[src/rtl/ex_branch_resolver.sv]
// ex_branch_resolver: EX-stage control-flow resolver.
// Takes the ALU result and Zero flag with the decoded branch/jump info. It
// resolves the instruction and produces a registered PC redirect and front-end
// flush, the link value for jal/jalr, and a misaligned-target exception pulse.
//
// Ports:
//   clk, rst        rising-edge clock, asynchronous active-high reset
//   ex_valid        EX holds a real instruction
//   ex_is_branch    conditional branch (taken when alu_zero=1)
//   ex_is_jal       jal  (target ex_pc+ex_imm)
//   ex_is_jalr      jalr (target alu_c with bit 0 cleared)
//   ex_pc, ex_imm   PC and sign-extended immediate of the EX instruction
//   alu_c, alu_zero ALU result and Zero flag
//   stall           downstream stall; EX contents frozen, nothing resolves
//   redirect_valid  one-cycle pulse: fetch loads redirect_pc
//   redirect_pc     redirect target (RESET_PC after reset)
//   flush_front     squash IF/ID and ID/EX for FLUSH_CYCLES cycles
//   link_valid      link_data is valid for writeback (jal/jalr)
//   link_data       ex_pc+4 of the resolved jump
//   misalign_exc    one-cycle pulse: taken target not word aligned
//   perf_branches   resolved conditional branch count
//   perf_taken      taken conditional branch count
//
// Build option: define BRANCH_PERF_EN to instantiate the perf counters;
// without it perf_branches and perf_taken are tied to zero.
module ex_branch_resolver #(
    parameter int unsigned FLUSH_CYCLES = 2,
    parameter logic [31:0] RESET_PC     = 32'h0
) (
    input  logic        clk,
    input  logic        rst,
    input  logic        ex_valid,
    input  logic        ex_is_branch,
    input  logic        ex_is_jal,
    input  logic        ex_is_jalr,
    input  logic [31:0] ex_pc,
    input  logic [31:0] ex_imm,
    input  logic [31:0] alu_c,
    input  logic        alu_zero,
    input  logic        stall,
    output logic        redirect_valid,
    output logic [31:0] redirect_pc,
    output logic        flush_front,
    output logic        link_valid,
    output logic [31:0] link_data,
    output logic        misalign_exc,
    output logic [31:0] perf_branches,
    output logic [31:0] perf_taken
);

    localparam int unsigned CNT_W = 3;
    localparam int unsigned DATA_W = 32;

    typedef enum logic {
        IDLE  = 1'b0,
        FLUSH = 1'b1
    } state_t;

    state_t             state;
    state_t             state_nx;
    logic [CNT_W-1:0]   cnt;
    logic [CNT_W-1:0]   cnt_nx;
    logic               redirect_valid_nx;
    logic [DATA_W-1:0]  redirect_pc_nx;
    logic               flush_front_nx;
    logic               link_valid_nx;
    logic [DATA_W-1:0]  link_data_nx;
    logic               misalign_exc_nx;

    logic               fire;
    logic               sel_jalr;
    logic               sel_jal;
    logic               sel_branch;
    logic               is_jump;
    logic               taken;
    logic [DATA_W-1:0]  target;
    logic               target_misaligned;

    // Decode with priority jalr > jal > branch; wrong-path ops in FLUSH never fire.
    always_comb begin
        fire              = ex_valid & ~stall & (state == IDLE);
        sel_jalr          = ex_is_jalr;
        sel_jal           = ex_is_jal & ~ex_is_jalr;
        sel_branch        = ex_is_branch & ~ex_is_jal & ~ex_is_jalr;
        is_jump           = sel_jal | sel_jalr;
        // The ALU is set up so that Zero=1 exactly when the branch is taken.
        taken             = fire & (is_jump | (sel_branch & alu_zero));
        target            = sel_jalr ? (alu_c & ~DATA_W'(1)) : (ex_pc + ex_imm);
        target_misaligned = (target[1:0] != 2'b00);
    end

    // State and registered outputs.
    always_ff @(posedge clk or posedge rst) begin
        if (rst) begin
            state          <= IDLE;
            cnt            <= '0;
            redirect_valid <= 1'b0;
            redirect_pc    <= RESET_PC;
            flush_front    <= 1'b0;
            link_valid     <= 1'b0;
            link_data      <= '0;
            misalign_exc   <= 1'b0;
        end else begin
            state          <= state_nx;
            cnt            <= cnt_nx;
            redirect_valid <= redirect_valid_nx;
            redirect_pc    <= redirect_pc_nx;
            flush_front    <= flush_front_nx;
            link_valid     <= link_valid_nx;
            link_data      <= link_data_nx;
            misalign_exc   <= misalign_exc_nx;
        end
    end

    // Next-state and next-output logic.
    always_comb begin
        state_nx          = state;
        cnt_nx            = cnt;
        redirect_valid_nx = 1'b0;
        redirect_pc_nx    = redirect_pc;
        flush_front_nx    = flush_front;
        link_valid_nx     = 1'b0;
        link_data_nx      = link_data;
        misalign_exc_nx   = 1'b0;

        case (state)
            IDLE: begin
                flush_front_nx = 1'b0;
                // Link is written back even when the jump target faults.
                if (fire && is_jump) begin
                    link_valid_nx = 1'b1;
                    link_data_nx  = ex_pc + DATA_W'(4);
                end
                if (taken) begin
                    // Faulting target is kept in redirect_pc for the trap handler.
                    redirect_pc_nx = target;
                    if (target_misaligned) begin
                        misalign_exc_nx = 1'b1;
                    end else begin
                        state_nx          = FLUSH;
                        redirect_valid_nx = 1'b1;
                        flush_front_nx    = 1'b1;
                        cnt_nx            = CNT_W'(FLUSH_CYCLES - 1);
                    end
                end
            end
            FLUSH: begin
                // Counts down every cycle regardless of stall.
                if (cnt == '0) begin
                    state_nx       = IDLE;
                    flush_front_nx = 1'b0;
                end else begin
                    cnt_nx         = cnt - CNT_W'(1);
                    flush_front_nx = 1'b1;
                end
            end
            default: begin
                state_nx       = IDLE;
                flush_front_nx = 1'b0;
            end
        endcase
    end

`ifdef BRANCH_PERF_EN
    logic [DATA_W-1:0] perf_branches_q;
    logic [DATA_W-1:0] perf_taken_q;

    // Conditional-branch counters; both wrap naturally at 2^32.
    always_ff @(posedge clk or posedge rst) begin
        if (rst) begin
            perf_branches_q <= '0;
            perf_taken_q    <= '0;
        end else if (fire && sel_branch) begin
            perf_branches_q <= perf_branches_q + DATA_W'(1);
            if (alu_zero) begin
                perf_taken_q <= perf_taken_q + DATA_W'(1);
            end
        end
    end

    assign perf_branches = perf_branches_q;
    assign perf_taken    = perf_taken_q;
`else
    assign perf_branches = '0;
    assign perf_taken    = '0;
`endif

endmodule

[config.mk]
export PLATFORM = sky130hd
export DESIGN_NAME = ex_branch_resolver
export DESIGN_NICKNAME = d
export VERILOG_FILES = /design/src/rtl/ex_branch_resolver.sv
export SDC_FILE = /design/constraint.sdc
export NUM_CORES = 1
export LEC_CHECK = 0
export ABC_CLOCK_PERIOD_IN_PS = 5900
export CORE_MARGIN = 5
export CORE_UTILIZATION = 35
export CTS_BUF_LIST = sky130_fd_sc_hd__clkbuf_8
export DETAILED_ROUTE_END_ITERATION = 10
export PLACE_DENSITY = 0.76
export SLEW_MARGIN = 20
export SYNTH_ARGS = -nofsm -noshare
export SYNTH_HDL_FRONTEND = slang
export SYNTH_SLANG_ARGS = --single-unit
[constraint.sdc]
create_clock -name clk -period 5.9 [get_ports clk]
set_input_delay 1.18 -clock clk [delete_from_list [all_inputs] [get_ports clk]]
set_output_delay 1.18 -clock clk [all_outputs]
set_load 0.01 [all_outputs]
==> results of run 1 <==
[logic make-up after synthesis]
group,synth area share [%]
AND/OR/NAND/NOR,16.93
buffers and inverters,11.32
XOR/XNOR,8.577
other,0.06801
multiplexers,2.269
flip-flops,32.22
AO/OA/AOI/OAI,20.54
adder cells (fa/ha/maj),8.078
[synth_stat cells (7+ instances only)]
cell      instances  share of area [%]
nand2_1          51                3.5
xor2_1           31                4.9
a21oi_1          85                7.7
buf_4            64                8.7
nor2_1           66                4.5
a31oi_1           8               0.91
dfrtp_1          71                 32
nor3_1            7               0.64
nand3b_1         10                1.4
mux2i_1           8                1.5
nand3_1          17                1.5
o21ai_0          21                1.9
o21bai_1          7               0.95
nand4_1          11                1.2
a21o_1           21                2.9
xnor2_1          23                3.7
clkbuf_1         15                1.0
ha_1             34                7.7
and3_1           17                1.9
inv_1            14               0.95
[how the worst max path moves through the flow]
stage / cells past startpoint / slack [ns] / startpoint / to
after detailed placement: 11 / 1.80 / ex_pc[0] / redirect_pc[28]
after global routing: 11 / 1.91 / ex_pc[0] / redirect_pc[28]
after global placement: 10 / 1.82 / ex_pc[3] / redirect_pc[21]
final: 11 / 2.18 / ex_pc[0] / redirect_pc[28]
after floorplan: 10 / 2.59 / ex_pc[0] / redirect_pc[28]
after CTS: 11 / 2.19 / ex_pc[0] / redirect_pc[28]
[routing by layer]
metal | up-vias | global-route usage, % | routed length [um]
met4 | 0 | 6.551 | 391
li1 | 2513 | - | -
met3 | 25 | 4.569 | 1251
met2 | 171 | 27.27 | 7316
met1 | 2334 | 24.13 | 7524
met5 | - | 0 | 0
[flip-flops by register name (all words and copies together) (netlist names)]
| name | count |
|---|---|
| cnt | 3 |
| link_valid | 1 |
| state | 1 |
| redirect_valid | 1 |
| link_data | 32 |
| misalign_exc | 1 |
| redirect_pc | 32 |
[critical path, delay by kind of cell]
family,cells,cell delay [ns]
buf+inv,1,0.43
fa+ha+maj,2,0.64
compound gates,6,1.36
simple gates,2,0.34
[power by group through the flow]
stage                     clock, mW  sequential, mW  combinational [mW]
after CTS                     0.472           0.815                1.19
after detailed placement          0           0.820                1.19
final                         0.456           0.813                1.18
after global routing          0.491           0.844                1.29
after global placement            0           0.818                1.17
after floorplan                   0           0.917               0.486
[area by class of cell]
cell class,count,area (sq um),area share [%]
clock buffer,10,137.6,1.855
timing repair buffer,176,1742,23.48
tap,211,264.0,3.559
multi-input combinational,543,3349,45.15
inverter,15,56.30,0.7590
clock inverter,6,92.59,1.248
sequential,71,1777,23.95
==> key figures, run 1 <==
Outcome
  • Run status: finished, final reports clean

Final layout
  • Commonest non-fill, non-tap cells in the layout: clkdlybuf4s50_1, a21oi_1, dfrtp_1
  • Final instance area: 0.007418 sq mm
  • Layout cells sized above 1: 4.872%
  • Layout fillers: 1514
  • Syn-to-layout area delta: 34.54%
  • Nets@finish: 955
  • Most common cell after layout, fill and taps aside: clkdlybuf4s50_1
  • Final non-filler cell total: 1032
  • N_diodes: 0
  • Fin util: 48.44%

Floorplanning
  • Die W: 135.5 um
  • Starting Density: 36.00%
  • Placeable Area: 0.01531 sq mm
  • Die Height: 135.5 um
  • Die area: 0.01836 sq mm
  • Io pins: 236
  • FP Rows: 45

STA
  • Fin crit share: 63.02%
  • Worst Setup Slack, final: 2.182 ns
  • Unrepaired setup endpoints after global routing: false
  • Final hold slack: 0.4713 ns
  • Worst Skew: 0.01011 ns
  • Fin. max-slew vios: 0
  • Post-layout minimum cycle time: 3.718 ns
  • Worst slew pin tran: 0.9106 ns
  • FMAX: 268.9 MHz
  • Setup TNS Final: 0 ns
  • Fin. Hold Viols: 0
  • Worst slew margin: 39.29%
  • Final setup violation count: 0

Power
  • Pleak: 3.199 nW
  • Sw Ratio: 35.54%
  • PD cells: 330.2 mW/mm^2
  • Seq pwr share: 33.2%
  • Psw: 0.8706 mW
  • Max IR drop VDD: 0.1650 mV
  • Tot Pwr: 2.450 mW
  • Clock Power Share: 18.6%
  • Internal Power: 1.579 mW
  • Logic pwr share: 48.2%

Logic synthesis
  • Yosys warnings: 0
  • Average cell area after synthesis: 8.457 sq um
  • Post-synth EDFFs: 0
  • Post-synthesis async set-or-reset flop share: 100.0%
  • Ys flop type: dfrtp_1
  • Distinct cells, synth: 57
  • Seq/Total Area, Yosys: 32.22%
  • Gate Count Post-Synth: 652
  • Mapped Area: 0.005514 sq mm
  • #FFs+latches synth: 71

GRT
  • Grt ovf: 0
  • Antenna violations before repair: 0
  • Tot GR Track Use: 17.77%
  • Largest net degree at the start of global routing: 72
  • Number of global-route vias before repair: 4947
  • Global-route wire length before repair: 25830 um

Detailed routing
  • Initial detailed-routing violation count: 284
  • Via count: 5043
  • DRC viols: 0
  • Post-Route WL: 16480 um
  • Vias/cell: 4.887
  • Drt wl/cell: 15.97 um
  • DRT Pass-1 Iters: 5
  • DRT antenna net count: 0

Clock tree
  • Clk buf depth: 2
  • Clock sinks: 71
  • H-tree level count: 3
  • Post-CTS resize count: 0
  • Total CTS buffers: 9
  • CTS tree: done
  • Clk_lat worst skew: 0.36 ns
  • Setup bufs post-CTS: 0
  • Clk slew on worst S/H paths: 0.09 ns
  • Hold_buf cts: 0
  • CTS root buf: clkbuf_8

Place
  • Routability Congestion: 0.8613
  • Placed Cells: 1016
  • Port bufs: 170
  • HPWL Detailed: 13250 um
  • Pre-CTS WS: 1.803 ns
  • Dpl cell area: 0.007188 sq mm

Critical path
  • Startpoint types: input pin
  • CP max stage delay: 0.43 ns
  • Reg2Reg Depth: 7
  • Crit path cell chain: clkdlybuf4s50_1 -> ha_1 -> fa_1 -> a21o_1 -> a21o_1 -> a21oi_1 -> o21ai_2 -> a211oi_2 -> o21ai_2 -> nor4_1 -> nor3_1
  • Reg-to-Reg Start: state
  • CP Data Required Time: 6.14 ns
  • CP max-delay cell: clkdlybuf4s50_1
  • R2r setup slk: 3.28 ns
  • Crit path kind: in -> reg
  • CP arrival: 3.95 ns
  • Max FO, Critical Path: 6
  • CP endpoint kind: flip-flop
  • RR Endpoint: redirect_pc[31]

Flow run
  • Max_cap viols: 0

Hold path
  • Hold_sp: redirect_pc[0]
  • Hold worst-path end: redirect_pc[0]
  • Hold Path Class: reg -> reg
  • Worst hold stages: 2
Power figures use the tool's default switching activity.
==> inputs of run 2 (changes only) <==
- ABC_CLOCK_PERIOD_IN_PS: 5900 -> 3400
- PLACE_DENSITY: 0.76 -> 0.79
- clock period: 5.9 -> 3.4 ns (I/O delays scaled with it)
==> run 2 against run 1 <==
  * Sequential cell count is the same
  * Final area grew 3.9%
  * Routed wire length grew 2.3%
  * Combinational power grew 79%
  * Largest power group unchanged
  * First-iteration DRC count shrank 11%
  * Critical path depth is the same
  * Die area is the same
  * Sequential power grew 73%
  * Global-route usage grew 0.21 points
  * Register-to-register slack lost 1.9 ns
  * Hold slack gained 0.0020 ns
  * Via count grew 2.7%
==> key figures, run 2 (synthesis results as in run 1) <==
Power
  • Logic pwr share: 48.8%
  • PD cells: 560.0 mW/mm^2
  • Psw: 1.531 mW
  • Seq pwr share: 32.8%
  • Sw Ratio: 35.48%
  • Tot Pwr: 4.316 mW
  • Max IR drop VDD: 0.2757 mV
  • Internal Power: 2.784 mW
  • Pleak: 3.391 nW
  • Clock Power Share: 18.4%

Critical path
  • Crit path kind: in -> reg
  • R2r setup slk: 1.37 ns
  • Reg2Reg Depth: 7
  • Max FO, Critical Path: 4
  • CP max-delay cell: clkdlybuf4s50_1
  • Delay-heaviest family, CP: compound AO/OA/AOI/OAI gates
  • Total stage count of the critical path: 11
  • CP startpoint: ex_pc[0]
  • Reg-to-Reg Start: state
  • RR Endpoint: redirect_pc[31]
  • CP Data Required Time: 3.64 ns
  • Worst setup path endpoint: redirect_pc[28]
  • CP max stage delay: 0.43 ns
  • Crit path cell chain: clkdlybuf4s50_1 -> ha_1 -> fa_1 -> a21o_1 -> a21o_1 -> a21oi_1 -> o21ai_2 -> a211oi_2 -> o21ai_2 -> nor4_1 -> nor3_1
  • CP arrival: 3.27 ns
  • CP endpoint kind: flip-flop
  • CP bufs+invs: 1
  • Startpoint types: input pin

Final layout
  • Layout fillers: 1480
  • N_diodes: 0
  • Layout cells sized above 1: 8.974%
  • Top flop regs: link_data x32, redirect_pc x32, cnt x3
  • Most common cell after layout, fill and taps aside: clkdlybuf4s50_1
  • Multi-input logic area: 0.003349 sq mm
  • Nets@finish: 992
  • Syn-to-layout area delta: 39.78%
  • FF/Latch Area: 0.001777 sq mm
  • Commonest non-fill, non-tap cells in the layout: clkdlybuf4s50_1, a21oi_1, dfrtp_1

GRT
  • Number of global-route vias before repair: 5013
  • Grt ovf: 0
  • Tot GR Track Use: 17.98%
  • Global-route wire length before repair: 26070 um
  • Antenna violations before repair: 0
  • Largest net degree at the start of global routing: 61

STA
  • Worst slew margin: 50.66%
  • Final setup violation count: 0
  • Unrepaired setup endpoints after global routing: false
  • Fin crit share: 89.20%
  • Fin. max-slew vios: 0
  • FMAX: 329.7 MHz
  • Worst slew pin tran: 0.7391 ns
  • Post-layout minimum cycle time: 3.033 ns
  • Worst Skew: 0.007777 ns
  • Setup TNS Final: 0 ns
  • Fin. Hold Viols: 0

Detailed routing
  • Via count: 5177
  • DRT antenna net count: 0
  • DRC viols: 0
  • Vias/cell: 4.843
  • Post-Route WL: 16860 um
  • Initial detailed-routing violation count: 252
  • Drt wl/cell: 15.77 um
  • DRT Pass-1 Iters: 5

Floorplanning
  • Placeable Area: 0.01531 sq mm
  • FP Rows: 45
  • Die Height: 135.5 um
  • Die area: 0.01836 sq mm
  • Io pins: 236
  • Starting Density: 36.00%
  • Die W: 135.5 um

Clock tree
  • CTS tree: done
  • Clock sinks: 71
  • Clk buf depth: 2
  • Total CTS buffers: 9
  • Hold_buf cts: 0
  • Post-CTS resize count: 0
  • Clk slew on worst S/H paths: 0.08 ns
  • CTS root buf: clkbuf_8
  • Clk_lat worst skew: 0.36 ns
  • H-tree level count: 3
  • Setup bufs post-CTS: 0

Place
  • Port bufs: 170
  • Routability Congestion: 0.8551
  • HPWL Detailed: 13720 um

Flow run
  • Max_cap viols: 0

Outcome
  • Run status: finished, final reports clean

Hold path
  • Hold Path Class: reg -> reg
## run 2: cell count changes in the layout (fill, tap and decap cells not counted), sizes merged
cell | before | now
buf | 7 | 44
clkinvlp | 2 | 0
clkinv | 1 | 2
inv | 16 | 17
## run 2: area by class of cell
class                           count  area share (%)
Clock buffer                       10           1.786
Tap cell                          211           3.425
Multi-Input combinational cell    543           43.46
Sequential cell                    71           23.05
Clock inverter                      6           1.185
Inverter                           15          0.7305
Timing Repair Buffer              213           26.36
## run 2: through the flow
stage / setup WS [ns] / area (sq um) / utilization [%] / cells / hold slack, ns
after floorplan: 0.5873 / 5751 / - / 715 / 0.4968
after global placement: 0.02301 / 7478 / 48.83 / 1053 / 0.4592
after detailed placement: 0.005887 / 7478 / 48.83 / 1053 / 0.4645
after CTS: 0.3777 / 7707 / 50.33 / 1069 / 0.4844
after global routing: 0.1996 / 7707 / 50.33 / 1069 / 0.5113
final: 0.3673 / 7707 / 50.33 / 1069 / 0.4733
## run 2: how the worst min path moves through the flow
stage	startpoint	to	slack (ns)	cells past startpoint
floorplan	cnt[1]	cnt[1]	0.50	2
global placement	redirect_pc[0]	redirect_pc[0]	0.46	2
detailed placement	redirect_pc[0]	redirect_pc[0]	0.46	2
CTS	redirect_pc[0]	redirect_pc[0]	0.48	2
global route	link_data[1]	link_data[1]	0.51	2
finish	redirect_pc[0]	redirect_pc[0]	0.47	2
## run 2: power by group through the flow
stage               combinational (mW)  sequential [mW]  clock, mW
floorplan                        0.843             1.59          0
global placement                  2.08             1.42          0
detailed placement                2.12             1.43          0
CTS                               2.13             1.42      0.820
global route                      2.30             1.47      0.853
finish                            2.11             1.41      0.794
## run 2: worst reg2reg max path: cells and delay by family (launching register included)
family	cells	cell delay, ns
and+or+nand+nor	5	0.81
buffers and inverters	1	0.25
DFF	1	0.42
AOI/OAI and AO/OA	1	0.48
## run 2: per-layer routing
metal | track usage, % | wire (um)
met2 | 27.99 | 7637
met1 | 24.00 | 7495
met3 | 4.383 | 1268
met4 | 7.167 | 460
met5 | 0 | 0
==> inputs of run 3 (changes only) <==
- GPL_ROUTABILITY_DRIVEN: not set -> 0
==> results of run 3 <==
Final layout, timing and power as in run 2 (identical DEF).
